`src/rtl/fifo_arb_pkg.sv`:
```
// Shared types and helpers for the round-robin FIFO write arbiter.
package fifo_arb_pkg;

  typedef enum logic [0:0] {
    ARB   = 1'b0,
    BURST = 1'b1
  } arb_state_e;

  // $clog2(1) is 0, which would give a zero-width index.
  function automatic int unsigned id_width(int unsigned n);
    return (n > 1) ? $clog2(n) : 1;
  endfunction

endpackage

```
`src/rtl/rr_pick.sv`:
```
// Combinational round-robin selector: first asserted request after i_last, wrapping.
module rr_pick #(
  parameter int unsigned NUM_REQ = 4,
  parameter int unsigned IdW     = 2
) (
  input  logic [NUM_REQ-1:0] i_req,
  input  logic [IdW-1:0]     i_last,
  output logic               o_found,
  output logic [IdW-1:0]     o_idx
);

  logic [IdW-1:0] w_pos;

  always_comb begin
    o_found = 1'b0;
    o_idx   = '0;
    w_pos   = '0;
    // Scan farthest first so the nearest position after i_last is the last write.
    for (int unsigned k = NUM_REQ; k > 0; k--) begin
      w_pos = IdW'((32'(i_last) + k) % NUM_REQ);
      if (i_req[w_pos]) begin
        o_found = 1'b1;
        o_idx   = w_pos;
      end
    end
  end

endmodule

```
`src/rtl/fifo_wr_arbiter.sv`:
```
// Round-robin arbiter sharing one FIFO write port; each grant is one BURST_LEN-word burst,
// admitted only when the FIFO has room, and aborted after IDLE_TIMEOUT producer-idle cycles.
module fifo_wr_arbiter
  import fifo_arb_pkg::*;
#(
  parameter int unsigned NUM_REQ      = 4,
  parameter int unsigned DATA_WIDTH   = 16,
  parameter int unsigned BURST_LEN    = 4,
  parameter int unsigned IDLE_TIMEOUT = 8
) (
  input  logic                                clk,
  input  logic                                rst_n,
  input  logic [NUM_REQ-1:0]                  req_valid,
  input  logic [NUM_REQ*DATA_WIDTH-1:0]       req_data,
  output logic [NUM_REQ-1:0]                  req_ready,
  output logic [DATA_WIDTH-1:0]               fifo_wr_data,
  output logic                                fifo_wr_en,
  input  logic                                fifo_full,
  input  logic                                fifo_almost_full,
  output logic                                busy,
  output logic [id_width(NUM_REQ)-1:0]        grant_id,
  output logic                                timeout_err
);

  localparam int unsigned IdW    = id_width(NUM_REQ);
  localparam int unsigned BeatW  = $clog2(BURST_LEN + 1);
  localparam int unsigned StallW = $clog2(IDLE_TIMEOUT + 1);

  arb_state_e       r_state, w_state_next;
  logic [IdW-1:0]   r_grant, r_last_grant, w_pick_idx;
  logic [BeatW-1:0] r_beat_cnt;
  logic [StallW-1:0] r_stall_cnt;
  logic w_pick_found, w_start, w_g_valid, w_xfer, w_idle, w_last_beat, w_timeout;

  rr_pick #(
    .NUM_REQ (NUM_REQ),
    .IdW     (IdW)
  ) u_rr_pick (
    .i_req   (req_valid),
    .i_last  (r_last_grant),
    .o_found (w_pick_found),
    .o_idx   (w_pick_idx)
  );

  assign w_g_valid   = req_valid[r_grant];
  assign w_start     = (r_state == ARB) && w_pick_found && !fifo_almost_full;
  assign w_xfer      = (r_state == BURST) && w_g_valid && !fifo_full;
  // FIFO backpressure is not the producer's fault, so it neither counts nor clears.
  assign w_idle      = (r_state == BURST) && !w_g_valid && !fifo_full;
  assign w_last_beat = w_xfer && (r_beat_cnt == BeatW'(BURST_LEN - 1));
  assign w_timeout   = w_idle && (r_stall_cnt == StallW'(IDLE_TIMEOUT - 1));

  always_ff @(posedge clk or negedge rst_n) begin
    if (!rst_n) r_state <= ARB;
    else        r_state <= w_state_next;
  end

  always_comb begin
    w_state_next = r_state;
    unique case (r_state)
      ARB:     if (w_start) w_state_next = BURST;
      BURST:   if (w_last_beat || w_timeout) w_state_next = ARB;
      default: w_state_next = ARB;
    endcase
  end

  always_ff @(posedge clk or negedge rst_n) begin
    if (!rst_n) begin
      r_grant      <= '0;
      r_last_grant <= IdW'(NUM_REQ - 1);
      r_beat_cnt   <= '0;
      r_stall_cnt  <= '0;
    end else if (w_start) begin
      r_grant     <= w_pick_idx;
      r_beat_cnt  <= '0;
      r_stall_cnt <= '0;
    end else if (w_xfer) begin
      r_beat_cnt  <= r_beat_cnt + BeatW'(1);
      r_stall_cnt <= '0;
      if (w_last_beat) r_last_grant <= r_grant;
    end else if (w_idle) begin
      r_stall_cnt <= r_stall_cnt + StallW'(1);
      if (w_timeout) r_last_grant <= r_grant;
    end
  end

  always_comb begin
    req_ready   = '0;
    fifo_wr_en  = 1'b0;
    busy        = 1'b0;
    timeout_err = 1'b0;
    if (r_state == BURST) begin
      busy               = 1'b1;
      req_ready[r_grant] = !fifo_full;
      fifo_wr_en         = w_xfer;
      timeout_err        = w_timeout;
    end
  end

  always_comb begin
    fifo_wr_data = '0;
    for (int unsigned i = 0; i < NUM_REQ; i++) begin
      if (r_grant == IdW'(i)) fifo_wr_data = req_data[i*DATA_WIDTH +: DATA_WIDTH];
    end
  end

  assign grant_id = r_grant;

endmodule
```
`config.mk`:
```
export PLATFORM = sky130hd
export DESIGN_NAME = fifo_wr_arbiter
export DESIGN_NICKNAME = d
export VERILOG_FILES = /design/src/rtl/fifo_arb_pkg.sv /design/src/rtl/rr_pick.sv /design/src/rtl/fifo_wr_arbiter.sv
export SDC_FILE = /design/constraint.sdc
export NUM_CORES = 1
export LEC_CHECK = 0
export ABC_AREA = 0
export ABC_CLOCK_PERIOD_IN_PS = 3970
export BUFFER_PORTS_ARGS = -buffer_cell sky130_fd_sc_hd__buf_2
export CORE_UTILIZATION = 41
export CTS_CLUSTER_SIZE = 16
export DETAILED_ROUTE_END_ITERATION = 16
export GPL_TIMING_DRIVEN = 1
export PLACE_DENSITY = 0.86
export SLEW_MARGIN = 20
export SYNTH_ARGS = -nofsm -noshare
export SYNTH_HDL_FRONTEND = slang
export SYNTH_SLANG_ARGS = --single-unit
```
`constraint.sdc`:
```
create_clock -name clk -period 3.97 [get_ports clk]
set_input_delay 0.794 -clock clk [delete_from_list [all_inputs] [get_ports clk]]
set_output_delay 0.794 -clock clk [all_outputs]
set_load 0.01 [all_outputs]
```
==> run_results.csv, run 1 <==
group,metric,value,unit
floorplan,num_io_pins,97,
setup_path,worstReg2RegStart,"grant_id[0]",
clock_network,htree_num_levels,1,
timing,rsz0062_at_grt,"false",
floorplan,chipHeight,53.9,µm
place,hpwl,2770,µm
power,switching_power,0.385,mW
clock_network,post-cts-setup-buffer-count,0,
timing,final_min_period_over_clock_period,0.745,
cells_and_area,design_area,0.00163,mm²
drt,via_density_per_instance,5.59,
setup_path,crit_path_cell_trace,"mux4_2 > and2_0 > buf_2",
setup_path,worst_r2r_path_depth,4,
setup_path,crit_required,3180,ps
setup_path,max_stage_delay,710,ps
timing,min_period,2960,ps
power,power.static_leakage,0.829,nW
global_route,grt_max_degree,22,
floorplan,dieWidth,53.9,µm
clock_network,hold_buffers,0,
synth,yosysWarningCount,0,
setup_path,path_buf_inv,1,
timing,report.final.slew_viol_count,0,
synth,ys_ff_latch,12,
clock_network,clock-root-buffer,"clkbuf_4",
setup_path,largest_fanout_of_any_net_on_the_critical_path,12,
synth,synth_cells,98,
global_route,gr-usage-all-layers,0.229,
drt,wl_per_cell,14.9,µm
drt,initialDrtViolationCount,26,
setup_path,cp_top_family,"flip-flops",
clock_network,path_clk_slew,80,ps
hold_path,timing.hold.worst.class,"in2async",
clock_network,cts_tree,"done",
status,outcome,"complete, no violations",
setup_path,regToRegSetupSlack,1810,ps
drt,drtAntennaViolNets,0,
setup_path,critical_path.slowest_cell,"dfrtp_1",
place,place_area,0.00159,mm²
timing,final-hold-violation-count,0,
power,power.combinational.fraction,0.606,
clock_network,worst_skew_pair_later_pin_latency,280,ps
global_route,grt-ovfl-total,0,
global_route,grt_pass1_vias,1123,
synth,syn_area_per_cell,11.2,µm²
timing,fmaxAchievable,338,MHz
place,place.port_buffers,96,
synth,synth.largest_area_cell,"mux4_2",
timing,slew_headroom,0.481,
floorplan,core.rowCount,18,
clock_network,inserted_clock_buffers,3,
synth,syn_std_cell_area,0.00110,mm²
global_route,antenna_found_initial,0,
power,internal_power,0.549,mW
place,routability_congestion_estimate_from_global_placement,0.779,
floorplan,design.die.area,0.00290,mm²
synth,synth_top_area_share,0.347,
setup_path,worst_r2r_endpoint,"r_last_grant[0]",
timing,worst_pin_slew,778,ps
setup_path,cp_data_arrival_time,2160,ps
global_route,grt_pass1_wl,4630,µm
setup_path,critical_path_depth,3,
drt,detail_route.drc_violations,0,
setup_path,startpoint_type,"register",
drt,totalWireLength,3280,µm
cells_and_area,antenna_cells,0,
timing,totalNegativeSetupSlack,0,ps
power,power.sequential.fraction,0.288,
clock_network,numClockSinks,12,
power,worst_ir_drop_vdd,0.000426,V
cells_and_area,area_delta_synth_final,47.7,%
power,power.clock.fraction,0.106,
drt,firstDrtPassIters,4,
synth,syn-num-nets,173,
timing,final.setup_skew,4.32,ps
drt,detailroute.via_count,1235,
setup_path,critPathCaptureType,"output port",
setup_path,crit_type,"reg2out",
floorplan,initial_core_util,0.441,
floorplan,placeableCoreArea,0.00250,mm²
synth,synth_top_cells_by_area,"mux4_2 35%, dfrtp_1 23%, dfstp_2 4.8%",
power,power.density_cell_area,574,mW/mm²
cells_and_area,num-nets-final,267,
flow_run,max_cap_viol_count,0,
power,p_sw_frac,0.412,
clock_network,cts-resized-gates,0,
synth,synth_cell_types,32,
synth,seq_area_frac_synth,0.275,
clock_network,cts.path.max_buffers,2,
timing,final_report_setup_violation_count,0,
cells_and_area,drive_above_1_share,0.644,
==> per-stage QoR <==
| stage | cells | utilization | total power [mW] | setup slack (ps) | hold slack (ps) |
|---|---|---|---|---|---|
| 3_5_place_dp | 217 | 0.635 | 0.842 | 1210 | 533 |
| 5_1_grt | 221 | 0.651 | 1.02 | 873 | 372 |
| 3_3_place_gp | 217 | 0.635 | 0.817 | 1240 | 512 |
| 4_1_cts | 221 | 0.649 | 0.942 | 968 | 370 |
| 2_1_floorplan | 98 | - | 0.656 | 1530 | 479 |
| 6_report | 221 | 0.651 | 0.934 | 1010 | 367 |
==> layout make-up <==
type                       instances  area (µm²)
sequential                        12         303
inverter                           5        18.8
tap                               30        37.5
timing repair buffer              97         488
clock buffer                       4        36.3
fill                             191         872
multi-input combinational         73         744
==> registers in the layout (all words and copies together), names as in the netlist <==
| signal | flops |
|---|---|
| grant_id | 2 |
| r_beat_cnt | 3 |
| r_last_grant | 2 |
| r_stall_cnt | 4 |
| r_state | 1 |
==> worst max path at each step <==
stage,start,end,slack [ps]
floorplan,req_valid[3],timeout_err,1530
global placement,req_valid[3],fifo_wr_en,1240
detailed placement,req_valid[3],fifo_wr_en,1210
CTS,grant_id[0],fifo_wr_en,970
global route,grant_id[0],fifo_wr_en,870
finish,grant_id[0],fifo_wr_en,1010
==> kinds of logic (layout without fill, tap and decap cells) <==
group                      after synthesis  in the layout  share of synthesized area
adders and majority gates                3              3                     0.0341
AOI/OAI and AO/OA                       15             15                     0.0863
DFF                                     12             12                      0.275
muxes                                   21             21                      0.388
and+or+nand+nor                         33             33                      0.154
buffers and inverters                   13            106                     0.0545
xor gates and xnor gates                 1              1                    0.00795
==> worst reg2reg max path: stages, from the launching register on <==
cell and delay (ps):
dfrtp_1 710, mux4_2 670, mux2i_1 170, nor2_1 210
mux2_4 320
==> cell usage after synthesis <==
cell,n
a211oi_2,1
buf_6,1
a221oi_1,1
ha_1,3
nor2_1,10
clkbuf_2,1
nor2b_1,2
mux2_4,1
a31oi_1,2
nand2b_1,4
o211ai_1,1
nand2_1,4
o21ai_0,5
clkbuf_1,3
xnor2_1,1
nor3_1,4
dfstp_2,2
nor4_1,1
mux2i_1,3
a21oi_1,4
mux4_2,17
o22a_1,1
buf_2,2
buf_1,1
nand3_1,1
nand3b_1,2
and3_1,2
inv_1,5
and3b_1,1
and2_0,1
dfrtp_1,10
and2_1,1
==> metal layers <==
layer,vias to the layer above,part of all wire,global-route usage
met5,-,0,0
met4,0,0.034,0.136
met3,17,0.084,0.0593
met2,69,0.55,0.449
met1,586,0.33,0.205
li1,563,-,-
==> cells in the final DEF (no fill, tap or decap) <==
| master | instances |
|---|---|
| nand2b_1 | 4 |
| and3_1 | 2 |
| a21oi_1 | 4 |
| nand2_1 | 4 |
| dfstp_2 | 2 |
| buf_4 | 1 |
| a221oi_1 | 1 |
| a211oi_2 | 1 |
| and2_0 | 1 |
| xnor2_1 | 1 |
| o22a_1 | 1 |
| mux2i_1 | 3 |
| buf_2 | 96 |
| o211ai_1 | 1 |
| nand3_1 | 1 |
| o21ai_0 | 5 |
| and2_1 | 1 |
| and3b_1 | 1 |
| clkbuf_8 | 1 |
| nand3b_1 | 2 |
| nor2_1 | 10 |
| nor3_2 | 1 |
| dfrtp_1 | 10 |
| a31oi_1 | 2 |
| ha_1 | 3 |
| mux4_2 | 17 |
| mux2_4 | 1 |
| nor3_1 | 3 |
| clkbuf_4 | 3 |
| nor2b_1 | 2 |
| inv_1 | 5 |
| nor4_1 | 1 |
==> power groups by stage <==
stage          clock (mW)  sequential, mW  combinational [mW]
4_1_cts             0.102           0.269               0.571
3_5_place_dp            0           0.272               0.569
6_report           0.0993           0.269               0.566
3_3_place_gp            0           0.263               0.554
5_1_grt             0.108           0.281               0.629
2_1_floorplan           0           0.218               0.438
No activity file was read; power rests on OpenSTA's default activity.
==> run 2: changes to the inputs <==
--- a/config.mk
+++ b/config.mk
@@ -5,14 +5,14 @@
 export SDC_FILE = /design/constraint.sdc
 export NUM_CORES = 1
 export LEC_CHECK = 0
-export ABC_AREA = 0
-export ABC_CLOCK_PERIOD_IN_PS = 3970
+export ABC_AREA = 1
+export ABC_CLOCK_PERIOD_IN_PS = 2900
 export BUFFER_PORTS_ARGS = -buffer_cell sky130_fd_sc_hd__buf_2
-export CORE_UTILIZATION = 41
+export CORE_UTILIZATION = 40
 export CTS_CLUSTER_SIZE = 16
 export DETAILED_ROUTE_END_ITERATION = 16
 export GPL_TIMING_DRIVEN = 1
-export PLACE_DENSITY = 0.86
+export PLACE_DENSITY = 0.8
 export SLEW_MARGIN = 20
 export SYNTH_ARGS = -nofsm -noshare
 export SYNTH_HDL_FRONTEND = slang
==> constraint.sdc (replaced) <==
create_clock -name clk -period 2.9 [get_ports clk]
set_input_delay 0.58 -clock clk [delete_from_list [all_inputs] [get_ports clk]]
set_output_delay 0.58 -clock clk [all_outputs]
set_load 0.01 [all_outputs]
==> run 2 against run 1 <==
Effect of this change: clock power grew 34%; non-clock buffer count shrank 1; cell count grew 63%; final area grew 12%; largest power group unchanged.
==> run_results.csv, run 2 <==
group,metric,value,unit
cells_and_area,top_regs,"r_stall_cnt (4), r_beat_cnt (3)",
setup_path,worstReg2RegStart,"r_last_grant[0]",
synth,synth_top_area_share,0.346,
synth,syn_std_cell_area,0.00128,mm²
timing,report.final.slew_viol_count,0,
timing,rsz0062_at_grt,"false",
synth,synth_top_cells_by_area,"nand2_1 35%, dfrtp_1 20%, nand4_1 7.8%",
synth,syn-num-nets,296,
floorplan,chipHeight,58.5,µm
floorplan,core.rowCount,20,
synth,synth_cell_types,26,
synth,synth_top_family_by_area,"simple AND/OR/NAND/NOR gates",
synth,yosysWarningCount,0,
synth,synth.largest_area_cell,"nand2_1",
setup_path,critPathCaptureType,"output port",
global_route,grt_max_degree,19,
drt,detailroute.via_count,1728,
power,p_total,1.53,mW
cells_and_area,antenna_cells,0,
timing,worst_pin_slew,481,ps
global_route,antenna_found_initial,0,
synth,yosys.area_share.simple,0.588,
clock_network,cts.path.max_buffers,2,
synth,synth_compound_gate_area_share,0.0509,
synth,synth_flop_cell,"dfrtp_1",
status,outcome,"complete, no violations",
global_route,grt_pass1_vias,1472,
timing,fmaxAchievable,422,MHz
clock_network,cts_tree,"done",
drt,wl_per_cell,11.0,µm
drt,via_density_per_instance,4.80,
clock_network,path_clk_slew,80,ps
setup_path,startpoint_type,"register",
global_route,grt_pass1_wl,6050,µm
synth,synthTopCellsByCount,"118 x nand2_1, 18 x inv_1, 16 x nand4_1",
timing,final_min_period_over_clock_period,0.818,
place,place.port_buffers,96,
flow_run,max_cap_viol_count,0,
cells_and_area,top_register,"r_stall_cnt",
power,worst_ir_drop_vdd,0.000510,V
timing,slew_headroom,0.679,
clock_network,htree_num_levels,1,
cells_and_area,most_common_cell_after_layout_fill_and_taps_aside,"nand2_1",
setup_path,worst_r2r_path_depth,8,
place,placement.setup.worst_slack,825,ps
power,power.static_leakage,1.07,nW
synth,dominant_cell_by_count_in_the_synthesized_netlist,"nand2_1",
setup_path,largest_fanout_of_any_net_on_the_critical_path,18,
clock_network,cts-resized-gates,0,
clock_network,numClockSinks,12,
synth,syn_area_per_cell,5.79,µm²
timing,worst_slack,529,ps
setup_path,cp_data_arrival_time,1790,ps
synth,ys_ff_latch,12,
floorplan,dieWidth,58.5,µm
floorplan,placeableCoreArea,0.00305,mm²
synth,synth_cells,221,
setup_path,critPathLaunch,"grant_id[0]",
timing,min_period,2370,ps
timing,whs,166,ps
place,routability_congestion_estimate_from_global_placement,0.897,
setup_path,crit_required,2320,ps
timing,final.setup_skew,3.19,ps
synth,post_synth_fa_ha_maj_area_fraction,0.0294,
synth,synth_async_sr_flop_share,1.00,
cells_and_area,drive_above_1_share,0.367,
place,numPlacedInstances,356,
cells_and_area,multi_input_comb_area,872,µm²
global_route,gr-usage-all-layers,0.222,
timing,final_report_setup_violation_count,0,
drt,totalWireLength,3950,µm
synth,muxShareOfSynthArea,0,
hold_path,timing.hold.worst.class,"in2async",
cells_and_area,n_fill_cell,318,
cells_and_area,layout.area.seq,303,µm²
setup_path,worst_r2r_endpoint,"r_stall_cnt[2]",
clock_network,inserted_clock_buffers,3,
drt,firstDrtPassIters,6,
setup_path,crit_type,"reg2out",
timing,totalNegativeSetupSlack,0,ps
clock_network,post-cts-setup-buffer-count,0,
power,power.density_cell_area,840,mW/mm²
clock_network,worst_skew_pair_later_pin_latency,270,ps
timing,final-hold-violation-count,0,
place,place_area,0.00179,mm²
floorplan,num_io_pins,97,
setup_path,regToRegSetupSlack,1250,ps
cells_and_area,area_delta_synth_final,42.8,%
drt,drtAntennaViolNets,0,
clock_network,hold_buffers,0,
floorplan,initial_core_util,0.419,
floorplan,design.die.area,0.00343,mm²
synth,post_synth_xor_area_fraction,0.0137,
place,hpwl,3180,µm
cells_and_area,largest_register_ffs,4,
cells_and_area,layout_common_cells,"118 x nand2_1, 96 x buf_2, 18 x inv_1",
drt,initialDrtViolationCount,137,
synth,seq_area_frac_synth,0.237,
cells_and_area,design_area,0.00183,mm²
clock_network,clock-root-buffer,"clkbuf_4",
global_route,grt-ovfl-total,0,
cells_and_area,num-nets-final,392,
drt,detail_route.drc_violations,0,
cells_and_area,fin_util,0.598,
cells_and_area,final_cells,360,
synth,synth_enable_flop_cells,0,
## run 2: area by class of cell
cell class | count | area share
Inverter | 21 | 0.0432
Sequential cell | 12 | 0.166
Tap cell | 44 | 0.0302
Multi-Input combinational cell | 183 | 0.478
Timing Repair Buffer | 96 | 0.263
Clock buffer | 4 | 0.0199
## run 2: logic make-up (layout without fill, tap and decap cells)
logic type / Yosys count / in the layout
AOI/OAI and AO/OA: 8 / 8
xor gates and xnor gates: 2 / 2
adders and majority gates: 3 / 3
buffers and inverters: 26 / 121
DFF: 12 / 12
and+or+nand+nor: 170 / 170
## run 2: power by group
group / internal, mW / switching (mW) / total (mW)
clock network: 0.0763 / 0.0571 / 0.133
logic: 0.413 / 0.662 / 1.07
registers: 0.239 / 0.0858 / 0.325
total: 0.728 / 0.805 / 1.53
## run 2: routing by layer
| metal | global-route usage | share of wire |
|---|---|---|
| met4 | 0.0612 | 0.0046 |
| met2 | 0.411 | 0.50 |
| met1 | 0.273 | 0.42 |
| met5 | 0 | 0 |
| met3 | 0.0220 | 0.068 |
## run 2: how the worst max path moves through the flow
stage	endpoint	depth (start not counted)	slack, ps
floorplan	fifo_wr_data[0]	5	1090
global placement	fifo_wr_en	6	890
detailed placement	fifo_wr_en	6	830
CTS	fifo_wr_en	6	510
global route	fifo_wr_en	6	390
finish	fifo_wr_en	6	530
## run 2: critical path, cell delays in order (launching register included)
cell and delay (ps):
dfrtp_1 470, nor2_4 370, inv_1 130, o22ai_2 160
nor2_4 80, nor2_4 140, buf_2 160
